==> src/rtl/cfg_pkg.sv <==
// Shared definitions for the serial configuration transmitter and the
// config_block receivers: FSM state encoding and default frame geometry.
package cfg_pkg;

    localparam int CFG_ID_WIDTH   = 3;
    localparam int CFG_WORD_WIDTH = 16;
    localparam int CFG_LEN_WIDTH  = 8;

    typedef enum logic [1:0] {
        ST_IDLE = 2'd0,
        ST_HDR  = 2'd1,
        ST_DATA = 2'd2,
        ST_GAP  = 2'd3
    } cfg_state_e;

    // States in which the transmitter may still take payload words.
    function automatic logic is_tx_state(input cfg_state_e st);
        return (st == ST_HDR) || (st == ST_DATA);
    endfunction

endpackage

==> src/rtl/cfg_word_fifo.sv <==
// Two-entry payload word buffer with push/pop in the same cycle and a
// synchronous flush used to discard leftovers on an aborted frame.
module cfg_word_fifo
    import cfg_pkg::*;
#(
    parameter int WIDTH = CFG_WORD_WIDTH
) (
    input  logic             clk,
    input  logic             crst,
    input  logic             push_i,
    input  logic [WIDTH-1:0] push_data_i,
    input  logic             pop_i,
    input  logic             flush_i,
    output logic [WIDTH-1:0] head_o,
    output logic             full_o,
    output logic             empty_o
);

    logic [WIDTH-1:0] mem_q [0:1];
    logic             wr_ptr_q;
    logic             rd_ptr_q;
    logic [1:0]       count_q;
    logic             do_push_s;
    logic             do_pop_s;

    assign empty_o = (count_q == 2'd0);
    assign full_o  = (count_q == 2'd2);
    assign head_o  = mem_q[rd_ptr_q];

    // Qualify requests: a push into a full buffer is allowed only when a pop frees a slot.
    always_comb begin
        do_pop_s  = pop_i && !empty_o;
        do_push_s = push_i && (!full_o || do_pop_s);
    end

    // Storage array; contents are don't-care while the count says empty.
    always_ff @(posedge clk) begin
        if (do_push_s && !flush_i) begin
            mem_q[wr_ptr_q] <= push_data_i;
        end
    end

    // Pointers and occupancy; flush has priority over any push in the same cycle.
    always_ff @(posedge clk) begin
        if (crst || flush_i) begin
            wr_ptr_q <= 1'b0;
            rd_ptr_q <= 1'b0;
            count_q  <= 2'd0;
        end else begin
            if (do_push_s) begin
                wr_ptr_q <= ~wr_ptr_q;
            end
            if (do_pop_s) begin
                rd_ptr_q <= ~rd_ptr_q;
            end
            case ({do_push_s, do_pop_s})
                2'b10:   count_q <= count_q + 2'd1;
                2'b01:   count_q <= count_q - 2'd1;
                default: count_q <= count_q;
            endcase
        end
    end

endmodule

==> src/rtl/cfg_tx.sv <==
// Serial configuration frame transmitter: ID header (MSB first) followed by
// len payload words (LSB first), a one-cycle gap, and done/err status pulses.
module cfg_tx
    import cfg_pkg::*;
#(
    parameter int ID_WIDTH   = CFG_ID_WIDTH,
    parameter int WORD_WIDTH = CFG_WORD_WIDTH,
    parameter int LEN_WIDTH  = CFG_LEN_WIDTH
) (
    input  logic                  clk,
    input  logic                  crst,
    input  logic                  cmd_valid,
    output logic                  cmd_ready,
    input  logic [ID_WIDTH-1:0]   cmd_id,
    input  logic [LEN_WIDTH-1:0]  cmd_len,
    input  logic                  wr_valid,
    output logic                  wr_ready,
    input  logic [WORD_WIDTH-1:0] wr_data,
    output logic                  cfg_out_start,
    output logic                  cfg_bit_out,
    output logic                  busy,
    output logic                  done,
    output logic                  err
);

    localparam int HCW = $clog2(ID_WIDTH + 1);
    localparam int BCW = $clog2(WORD_WIDTH + 1);
    localparam logic [HCW-1:0]       HDR_LAST = HCW'(ID_WIDTH - 1);
    localparam logic [BCW-1:0]       BIT_LAST = BCW'(WORD_WIDTH - 1);
    localparam logic [LEN_WIDTH-1:0] LEN_ONE  = LEN_WIDTH'(1'b1);

    cfg_state_e            state_q, state_d;
    logic [ID_WIDTH-1:0]   id_q, id_d;
    logic [LEN_WIDTH-1:0]  len_q, len_d;
    logic [HCW-1:0]        hdr_cnt_q, hdr_cnt_d;
    logic [BCW-1:0]        bit_cnt_q, bit_cnt_d;
    logic [LEN_WIDTH-1:0]  word_cnt_q, word_cnt_d;
    logic [LEN_WIDTH-1:0]  acc_cnt_q, acc_cnt_d;
    logic [WORD_WIDTH-1:0] shift_q, shift_d;
    logic                  aborted_q, aborted_d;
    logic                  cmd_ready_q;

    logic                  fifo_push_s;
    logic                  fifo_pop_s;
    logic                  fifo_flush_s;
    logic [WORD_WIDTH-1:0] fifo_head_s;
    logic                  fifo_full_s;
    logic                  fifo_empty_s;

    cfg_word_fifo #(
        .WIDTH (WORD_WIDTH)
    ) u_fifo (
        .clk         (clk),
        .crst        (crst),
        .push_i      (fifo_push_s),
        .push_data_i (wr_data),
        .pop_i       (fifo_pop_s),
        .flush_i     (fifo_flush_s),
        .head_o      (fifo_head_s),
        .full_o      (fifo_full_s),
        .empty_o     (fifo_empty_s)
    );

    assign cmd_ready = cmd_ready_q;
    assign busy      = (state_q != ST_IDLE);

    // Payload acceptance: only while transmitting, with buffer room, and until len words are in.
    always_comb begin
        wr_ready    = is_tx_state(state_q) && !fifo_full_s && (acc_cnt_q < len_q);
        fifo_push_s = wr_valid && wr_ready;
    end

    // Next-state, serializer datapath and frame outputs.
    always_comb begin
        state_d       = state_q;
        id_d          = id_q;
        len_d         = len_q;
        hdr_cnt_d     = hdr_cnt_q;
        bit_cnt_d     = bit_cnt_q;
        word_cnt_d    = word_cnt_q;
        shift_d       = shift_q;
        aborted_d     = aborted_q;
        fifo_pop_s    = 1'b0;
        fifo_flush_s  = 1'b0;
        cfg_out_start = 1'b0;
        cfg_bit_out   = 1'b0;
        done          = 1'b0;
        err           = 1'b0;

        if (fifo_push_s) begin
            acc_cnt_d = acc_cnt_q + LEN_ONE;
        end else begin
            acc_cnt_d = acc_cnt_q;
        end

        case (state_q)
            ST_IDLE: begin
                if (cmd_valid && cmd_ready_q) begin
                    id_d      = cmd_id;
                    len_d     = cmd_len;
                    hdr_cnt_d = {HCW{1'b0}};
                    acc_cnt_d = {LEN_WIDTH{1'b0}};
                    aborted_d = 1'b0;
                    state_d   = ST_HDR;
                end else begin
                    state_d   = ST_IDLE;
                end
            end
            ST_HDR: begin
                cfg_bit_out   = id_q[ID_WIDTH-1];
                cfg_out_start = (hdr_cnt_q == {HCW{1'b0}});
                id_d          = id_q << 1'b1;
                if (hdr_cnt_q == HDR_LAST) begin
                    bit_cnt_d  = {BCW{1'b0}};
                    word_cnt_d = {LEN_WIDTH{1'b0}};
                    if (len_q == {LEN_WIDTH{1'b0}}) begin
                        state_d = ST_GAP;
                    end else begin
                        state_d = ST_DATA;
                    end
                end else begin
                    hdr_cnt_d = hdr_cnt_q + HCW'(1'b1);
                end
            end
            ST_DATA: begin
                if ((bit_cnt_q == {BCW{1'b0}}) && fifo_empty_s) begin
                    // Next word is due but nothing is buffered: abort the frame.
                    err          = 1'b1;
                    fifo_flush_s = 1'b1;
                    aborted_d    = 1'b1;
                    state_d      = ST_GAP;
                end else begin
                    if (bit_cnt_q == {BCW{1'b0}}) begin
                        cfg_bit_out = fifo_head_s[0];
                        fifo_pop_s  = 1'b1;
                        shift_d     = fifo_head_s >> 1'b1;
                    end else begin
                        cfg_bit_out = shift_q[0];
                        shift_d     = shift_q >> 1'b1;
                    end
                    if (bit_cnt_q == BIT_LAST) begin
                        bit_cnt_d = {BCW{1'b0}};
                        if (word_cnt_q == (len_q - LEN_ONE)) begin
                            state_d = ST_GAP;
                        end else begin
                            word_cnt_d = word_cnt_q + LEN_ONE;
                        end
                    end else begin
                        bit_cnt_d = bit_cnt_q + BCW'(1'b1);
                    end
                end
            end
            ST_GAP: begin
                done    = !aborted_q;
                state_d = ST_IDLE;
            end
            default: begin
                state_d = ST_IDLE;
            end
        endcase
    end

    // State and datapath registers; reset aborts any frame without status pulses.
    always_ff @(posedge clk) begin
        if (crst) begin
            state_q     <= ST_IDLE;
            id_q        <= {ID_WIDTH{1'b0}};
            len_q       <= {LEN_WIDTH{1'b0}};
            hdr_cnt_q   <= {HCW{1'b0}};
            bit_cnt_q   <= {BCW{1'b0}};
            word_cnt_q  <= {LEN_WIDTH{1'b0}};
            acc_cnt_q   <= {LEN_WIDTH{1'b0}};
            shift_q     <= {WORD_WIDTH{1'b0}};
            aborted_q   <= 1'b0;
            cmd_ready_q <= 1'b0;
        end else begin
            state_q     <= state_d;
            id_q        <= id_d;
            len_q       <= len_d;
            hdr_cnt_q   <= hdr_cnt_d;
            bit_cnt_q   <= bit_cnt_d;
            word_cnt_q  <= word_cnt_d;
            acc_cnt_q   <= acc_cnt_d;
            shift_q     <= shift_d;
            aborted_q   <= aborted_d;
            cmd_ready_q <= (state_d == ST_IDLE);
        end
    end

endmodule

==> config.mk <==
export PLATFORM = sky130hd
export DESIGN_NAME = cfg_tx
export DESIGN_NICKNAME = d
export VERILOG_FILES = /design/src/rtl/cfg_pkg.sv /design/src/rtl/cfg_word_fifo.sv /design/src/rtl/cfg_tx.sv
export SDC_FILE = /design/constraint.sdc
export NUM_CORES = 1
export LEC_CHECK = 0
export CORE_AREA = 2 2 102 104
export DETAILED_ROUTE_END_ITERATION = 10
export DIE_AREA = 0 0 104 106
export GPL_ROUTABILITY_DRIVEN = 0
export PLACE_DENSITY = 0.62
export SLEW_MARGIN = 20
export SYNTH_ARGS = -nofsm -noshare
export SYNTH_HDL_FRONTEND = slang
export SYNTH_SLANG_ARGS = --single-unit
==> constraint.sdc <==
create_clock -name clk -period 3.7 [get_ports clk]
set_input_delay 0.74 -clock clk [delete_from_list [all_inputs] [get_ports clk]]
set_output_delay 0.74 -clock clk [all_outputs]
set_load 0.02 [all_outputs]
; ---- Word level (Yosys, flattened, before mapping)
; Memory sizes are Yosys's and may differ from the RTL's. A register that Yosys moved wholly into a read port is not among the register bits.
; Cells that the tools add are included.
[totals]
in_bits = 31
out_inout_bits = 7
regBits = 58
ramBits = 32
elab_cells = 117
memories = 1
[op_classes]
order_cmp = 1
muxes = 43
bitwise_logic = 3
n_addsub = 7
reduce_logical = 33
n_eq_ne = 16
[memory_table]
columns = name, words, word_bits, read_ports, rd_ports_with_merged_regs, write_ports, line_no
row1 = u_fifo.mem_q, 2, 16, 1, 1, 1, cfg_word_fifo.sv:19  ; logic [WIDTH-1:0] mem_q [0:1];
[op_table]
columns = op, n
row1 = 8-bit 2-to-1 mux, 7
row2 = 1-bit 2-to-1 mux, 17
row3 = "8-bit by 1-bit adder with 8-bit output, second input constant", 2
row4 = 8-bit case mux with 2 select lines, 1
row5 = 15-bit 2-to-1 mux, 1
row6 = 5-bit 2-to-1 mux, 3
row7 = 2-bit 2-to-1 mux, 6
row8 = "2-bit == test, second input constant", 5
row9 = 5-bit case mux with 2 select lines, 1
row10 = 2-bit nonzero test, 5
row11 = 3-bit AND reduction, 3
row12 = 8-bit == test, 1
row13 = 1-bit logical AND, 8
row14 = 2-bit logical NOT, 4
row15 = 8-bit logical NOT, 1
row16 = 8-bit less-than comparator, 1
row17 = "2-bit inequality test, second input constant", 4
row18 = 2-bit case mux with 2 select lines, 2
row19 = 2-bit case mux with 4 select lines, 1
row20 = "8-bit by 1-bit subtractor with 8-bit output, second input constant", 1
row21 = "2-bit by 1-bit inequality test with 1-bit output, second input constant", 3
row22 = 3-bit case mux with 2 select lines, 1
row23 = 2-bit AND reduction, 3
row24 = "5-bit by 1-bit adder with 5-bit output, second input constant", 1
row25 = other kinds (11), 21

; ---- Depth between registers and ports, before layout
; Gate-level depths: netlist (run 1).
[logic_depth]
depth_word = 10
depth_mapped = 12
mapped_depth_nobuf = 12

; ---- Hierarchy
; A second synthesis (run 1) with hierarchy kept.
[hier_totals]
hier_cells = 428
hier_area_um2 = 4361.7
[by_module_without_submodules]
columns = mod, seq_area_each_um2, cells_per_inst, n_inst, area_per_inst_um2
row1 = cfg_tx, 1061.0, 352, 1, 2971.6
row2 = cfg_word_fifo, 1061.0, 76, 1, 1390.1

; ---- Worst setup path after synthesis (run 1)
; No wires, ideal clock.
[synth_path]
kind = register to register
from = register len_q[4]
to = memory u_fifo.mem_q[1][0] (netlist name), enable pin
synth_period_minus_slack_ps = 3133
setup_ps = 413
path_buffers = 0
path_stages_with_launch = 9
arrival_ps = 2720
required_time_ps = 3287
slack_ps = 567
cell_sequence = dfxtp_1 inv_1 ha_1 a21oi_1 nor2b_1 o21ai_0 o2111ai_1 and2_1 nor3b_1
[synth_between]
elab_chain_len = 7
[synth_rtl]
columns = element, line_no
row1 = "start, declared", cfg_tx.sv:34  ; logic [LEN_WIDTH-1:0] len_q, len_d;
row2 = "start signal, assigned", cfg_tx.sv:168  ; len_q <= {LEN_WIDTH{1'b0}};
row3 = "start signal, assigned", cfg_tx.sv:179  ; len_q <= len_d;
row4 = 8-bit less-than comparator, cfg_tx.sv:69  ; wr_ready = is_tx_state(state_q) && !fifo_full_s && (acc_cnt_q < len_q);
row5 = 1-bit logical AND, cfg_tx.sv:69
row6 = 1-bit logical AND, cfg_tx.sv:70  ; fifo_push_s = wr_valid && wr_ready;
row7 = 1-bit logical AND, cfg_word_fifo.sv:33  ; do_push_s = push_i && (!full_o || do_pop_s);
row8 = 1-bit logical AND, cfg_word_fifo.sv:38  ; if (do_push_s && !flush_i) begin
row9 = 1-bit 2-to-1 mux, cfg_word_fifo.sv:38
row10 = 1-bit 2-to-1 mux (not written as such), cfg_word_fifo.sv:39  ; mem_q[wr_ptr_q] <= push_data_i;
row11 = "end, declared", cfg_word_fifo.sv:19
; Every way passes these cells.

; ---- Worst setup path after layout (run 1)
[layout_path]
from = register len_q[4]
to = output wr_ready
[layout_between]
elab_chain_len = 2
[layout_rtl]
columns = element, line_no
row1 = 8-bit less-than comparator, cfg_tx.sv:69
row2 = 1-bit logical AND, cfg_tx.sv:69
row3 = "end, declared", cfg_tx.sv:17  ; output logic wr_ready,
; Every way passes these cells.

==> out/results.txt, run 1 <==
Share of the synthesized area in the top cell type -> 0.2660
Async SR Flop Fraction -> 0
Fin crit period -> 3.389 ns
Remaining antenna violation count -> 0
Fmax -> 0.2950 GHz
Leak -> 1.756 nW
Status -> finished clean
Reg2reg start -> state_q[0]$_SDFF_PP0_
DIE AREA -> 11020 um^2
Root Driver -> clkbuf_8
# clock sinks -> 90
Row count -> 37
DRC -> 0
Post-CTS Hold Buffers -> 0
CP endpoint kind -> primary output
Max-cap violations -> 0
Ys Warns -> 0
CORE AREA -> 10000 um^2
Hold Slack -> 0.4904 ns
Port Buf Inserts -> 37
Boundary pin count -> 38
Resize count post-CTS -> 0
Fin crit share -> 0.9161
Library cells used by synthesis -> 55
Crit path arrival time -> 2.65 ns
Post-synthesis cell area -> 4365 um^2
First-iteration detailed-routing DRC count -> 94
Post-Synthesis Cells -> 459
Pin count of the biggest net entering global routing -> 47
Crit path launch type -> flip-flop
Clk_skew -> 0.01184 ns
Crit. path cell count -> 8
Post-synth top area cell -> dfxtp_1
Htree depth -> 3
Pwr dens -> 367.6 nW/um^2
Initial Utilization -> 0.4366
Worst setup path start -> len_q[4]$_SDFFE_PP0P_
First drt pass iteration count -> 5
End of the critical path -> wr_ready
Nets -> 543
R2R cell count -> 8
Initial antenna violation count -> 0
Hold Crit Class -> reg -> reg
Sequential share of the synthesized area -> 0.4861
Maximum root-to-sink buffer count -> 2
Crit Path Max Fanout -> 5
Delay-heaviest family, CP -> compound AO/OA/AOI/OAI gates
GR met1 Demand/Resource -> 0.2051
Worst slew pin tran -> 0.6459 ns
TritonCTS clock tree -> yes
Clk slew on worst S/H paths -> 0.10 ns
Number of buffers added for setup after CTS -> 0
CTS buffer count -> 9
Crit-path cells -> inv_1, ha_1, a21oi_1, nor2b_1, o21ai_0, o211ai_1, a21boi_0, clkdlybuf4s50_1
Final hold vios -> 0
Global route hottest layer -> met2
Setup tns final -> 0 ns
RR Endpoint -> u_fifo.mem_q[0][0]$_DFFE_PP_
Pins Over Slew Limit -> 0
Vias per cell -> 5.190
Peak VDD IR -> 0.2557 mV
Syn_area_per_cell -> 9.511 um^2
RSZ-0062 raised after global routing -> false
Synth Net Count -> 510
Post-synth top flop -> dfxtp_1
Area Overhead vs Synth -> 16.65%
R2R setup slack -> 1.12 ns
Seq cells post-synth -> 90
CP bufs+invs -> 2
Vias in the first global route -> 3148
Die X -> 104 um
Routing usage on met2 -> 0.2965
Slew headroom -> 0.5694
Die height -> 106 um
Layout cells sized above 1 -> 0.07646
Wire per inst -> 13.97 um
Tot GR Track Use -> 0.1702
CP peak stage delay -> 0.65 ns
First-pass GRT wire length -> 14.84 mm
Worst path slowest cell -> clkdlybuf4s50_1
Critical path class -> reg -> out
Total grt overflow -> 0
Top post-synthesis cells by count -> dfxtp_1, nor2_1, a21oi_1
Worst hold path startpoint -> acc_cnt_q[7]$_SDFF_PP0_
Final wirelength -> 8.840 mm
Top post-synthesis cells by area -> dfxtp_1, edfxtp_1, mux2i_1
Final setup vio count -> 0
Diodes inserted -> 0
Met3 usage -> 0.03985
Most common cell in the synthesized netlist -> dfxtp_1
Post-synth EDFFs -> 32
Worst-Skew Late Latency -> 0.37 ns
Post-DP HPWL -> 6.260 mm
Routed vias -> 3285
Worst endpoint required time -> 2.96 ns
[area by class of cell]
type | instances | area (um^2)
clock buffers | 9 | 123.9
clock inverters | 7 | 70.07
fillers | 984 | 4907
inverters | 19 | 71.32
multi-input cells | 326 | 2097
flip-flops and latches | 90 | 2122
well taps | 136 | 170.2
repair buffers | 46 | 437.9
[registers in the layout, summed over array words and instances (netlist names), named ones only]
signal           cells
word_cnt_q           8
u_fifo.wr_ptr_q      1
aborted_q            1
state_q              2
u_fifo.mem_q        32
len_q                8
u_fifo.rd_ptr_q      1
cmd_ready            1
bit_cnt_q            5
acc_cnt_q            8
id_q                 3
shift_q             15
hdr_cnt_q            2
u_fifo.count_q       2
[per-layer routing]
metal | routed length, um | vias to the layer above
met2 | 4373 | 61
met4 | 108 | 0
met1 | 3988 | 1524
li1 | - | 1692
met3 | 370 | 8
met5 | 0 | -
[where the power goes]
| part | switching [mW] | leakage, nW | internal (mW) |
|---|---|---|---|
| logic | 0.0828 | 0.901 | 0.0784 |
| clock network | 0.400 | 0.0973 | 0.265 |
| registers | 0.0118 | 0.757 | 1.03 |
[logic make-up (layout without fill, tap and decap cells)]
group                    after synthesis  in the layout  synth area share
flip-flops                            90             90            0.4861
adder cells (fa/ha/maj)               20             20           0.05732
XOR/XNOR                              14             14           0.02809
AO/OA/AOI/OAI                         96             96            0.1361
multiplexers                          27             27           0.06220
AND/OR/NAND/NOR                      169            169            0.1923
buffers and inverters                 43             81           0.03783
[worst min path at each step]
stage / end / cells past startpoint
6_report: acc_cnt_q[7]$_SDFF_PP0_ / 2
4_1_cts: acc_cnt_q[7]$_SDFF_PP0_ / 2
3_3_place_gp: acc_cnt_q[7]$_SDFF_PP0_ / 2
2_1_floorplan: acc_cnt_q[7]$_SDFF_PP0_ / 2
3_5_place_dp: acc_cnt_q[7]$_SDFF_PP0_ / 2
5_1_grt: acc_cnt_q[7]$_SDFF_PP0_ / 2
[worst min-delay path, delay by kind of cell, from the launching register on]
family,cells,cell delay (ns)
flip-flops,1,0.34
multiplexers,1,0.05
AND/OR/NAND/NOR,1,0.06
[layout by cell type, fill, tap and decap left out, types with 11 or more instances in the layout]
master / count
dfxtp_1: 58
nor2_1: 57
a21oi_1: 48
nand2_1: 42
clkdlybuf4s50_1: 37
edfxtp_1: 32
mux2i_1: 26
ha_1: 20
inv_1: 19
a211oi_1: 18
nand3_1: 14
xnor2_1: 11
[per-stage QoR]
| step | power, mW | std cells | cell area, um^2 | setup slack (ns) | utilization |
|---|---|---|---|---|---|
| final | 1.872 | 633 | 5092 | 0.3105 | 0.5093 |
| after global routing | 1.963 | 633 | 5092 | 0.1485 | 0.5093 |
| after CTS | 1.898 | 633 | 5092 | 0.3056 | 0.5093 |
| after detailed placement | 1.231 | 617 | 4898 | 0.7442 | 0.4899 |
| after global placement | 1.227 | 617 | 4898 | 0.8268 | 0.4899 |
| after floorplan | 1.165 | 459 | 4365 | 0.5671 | - |
No activity file was read; power rests on OpenSTA's default activity.
==> run 2: changes to the inputs <==
--- a/config.mk
+++ b/config.mk
@@ -6,6 +6,7 @@
 export NUM_CORES = 1
 export LEC_CHECK = 0
 export CORE_AREA = 2 2 102 104
+export CTS_CLUSTER_DIAMETER = 80
 export DETAILED_ROUTE_END_ITERATION = 10
 export DIE_AREA = 0 0 104 106
 export GPL_ROUTABILITY_DRIVEN = 0
==> results of run 2 <==
Final layout, timing and power as in run 1 (identical DEF).
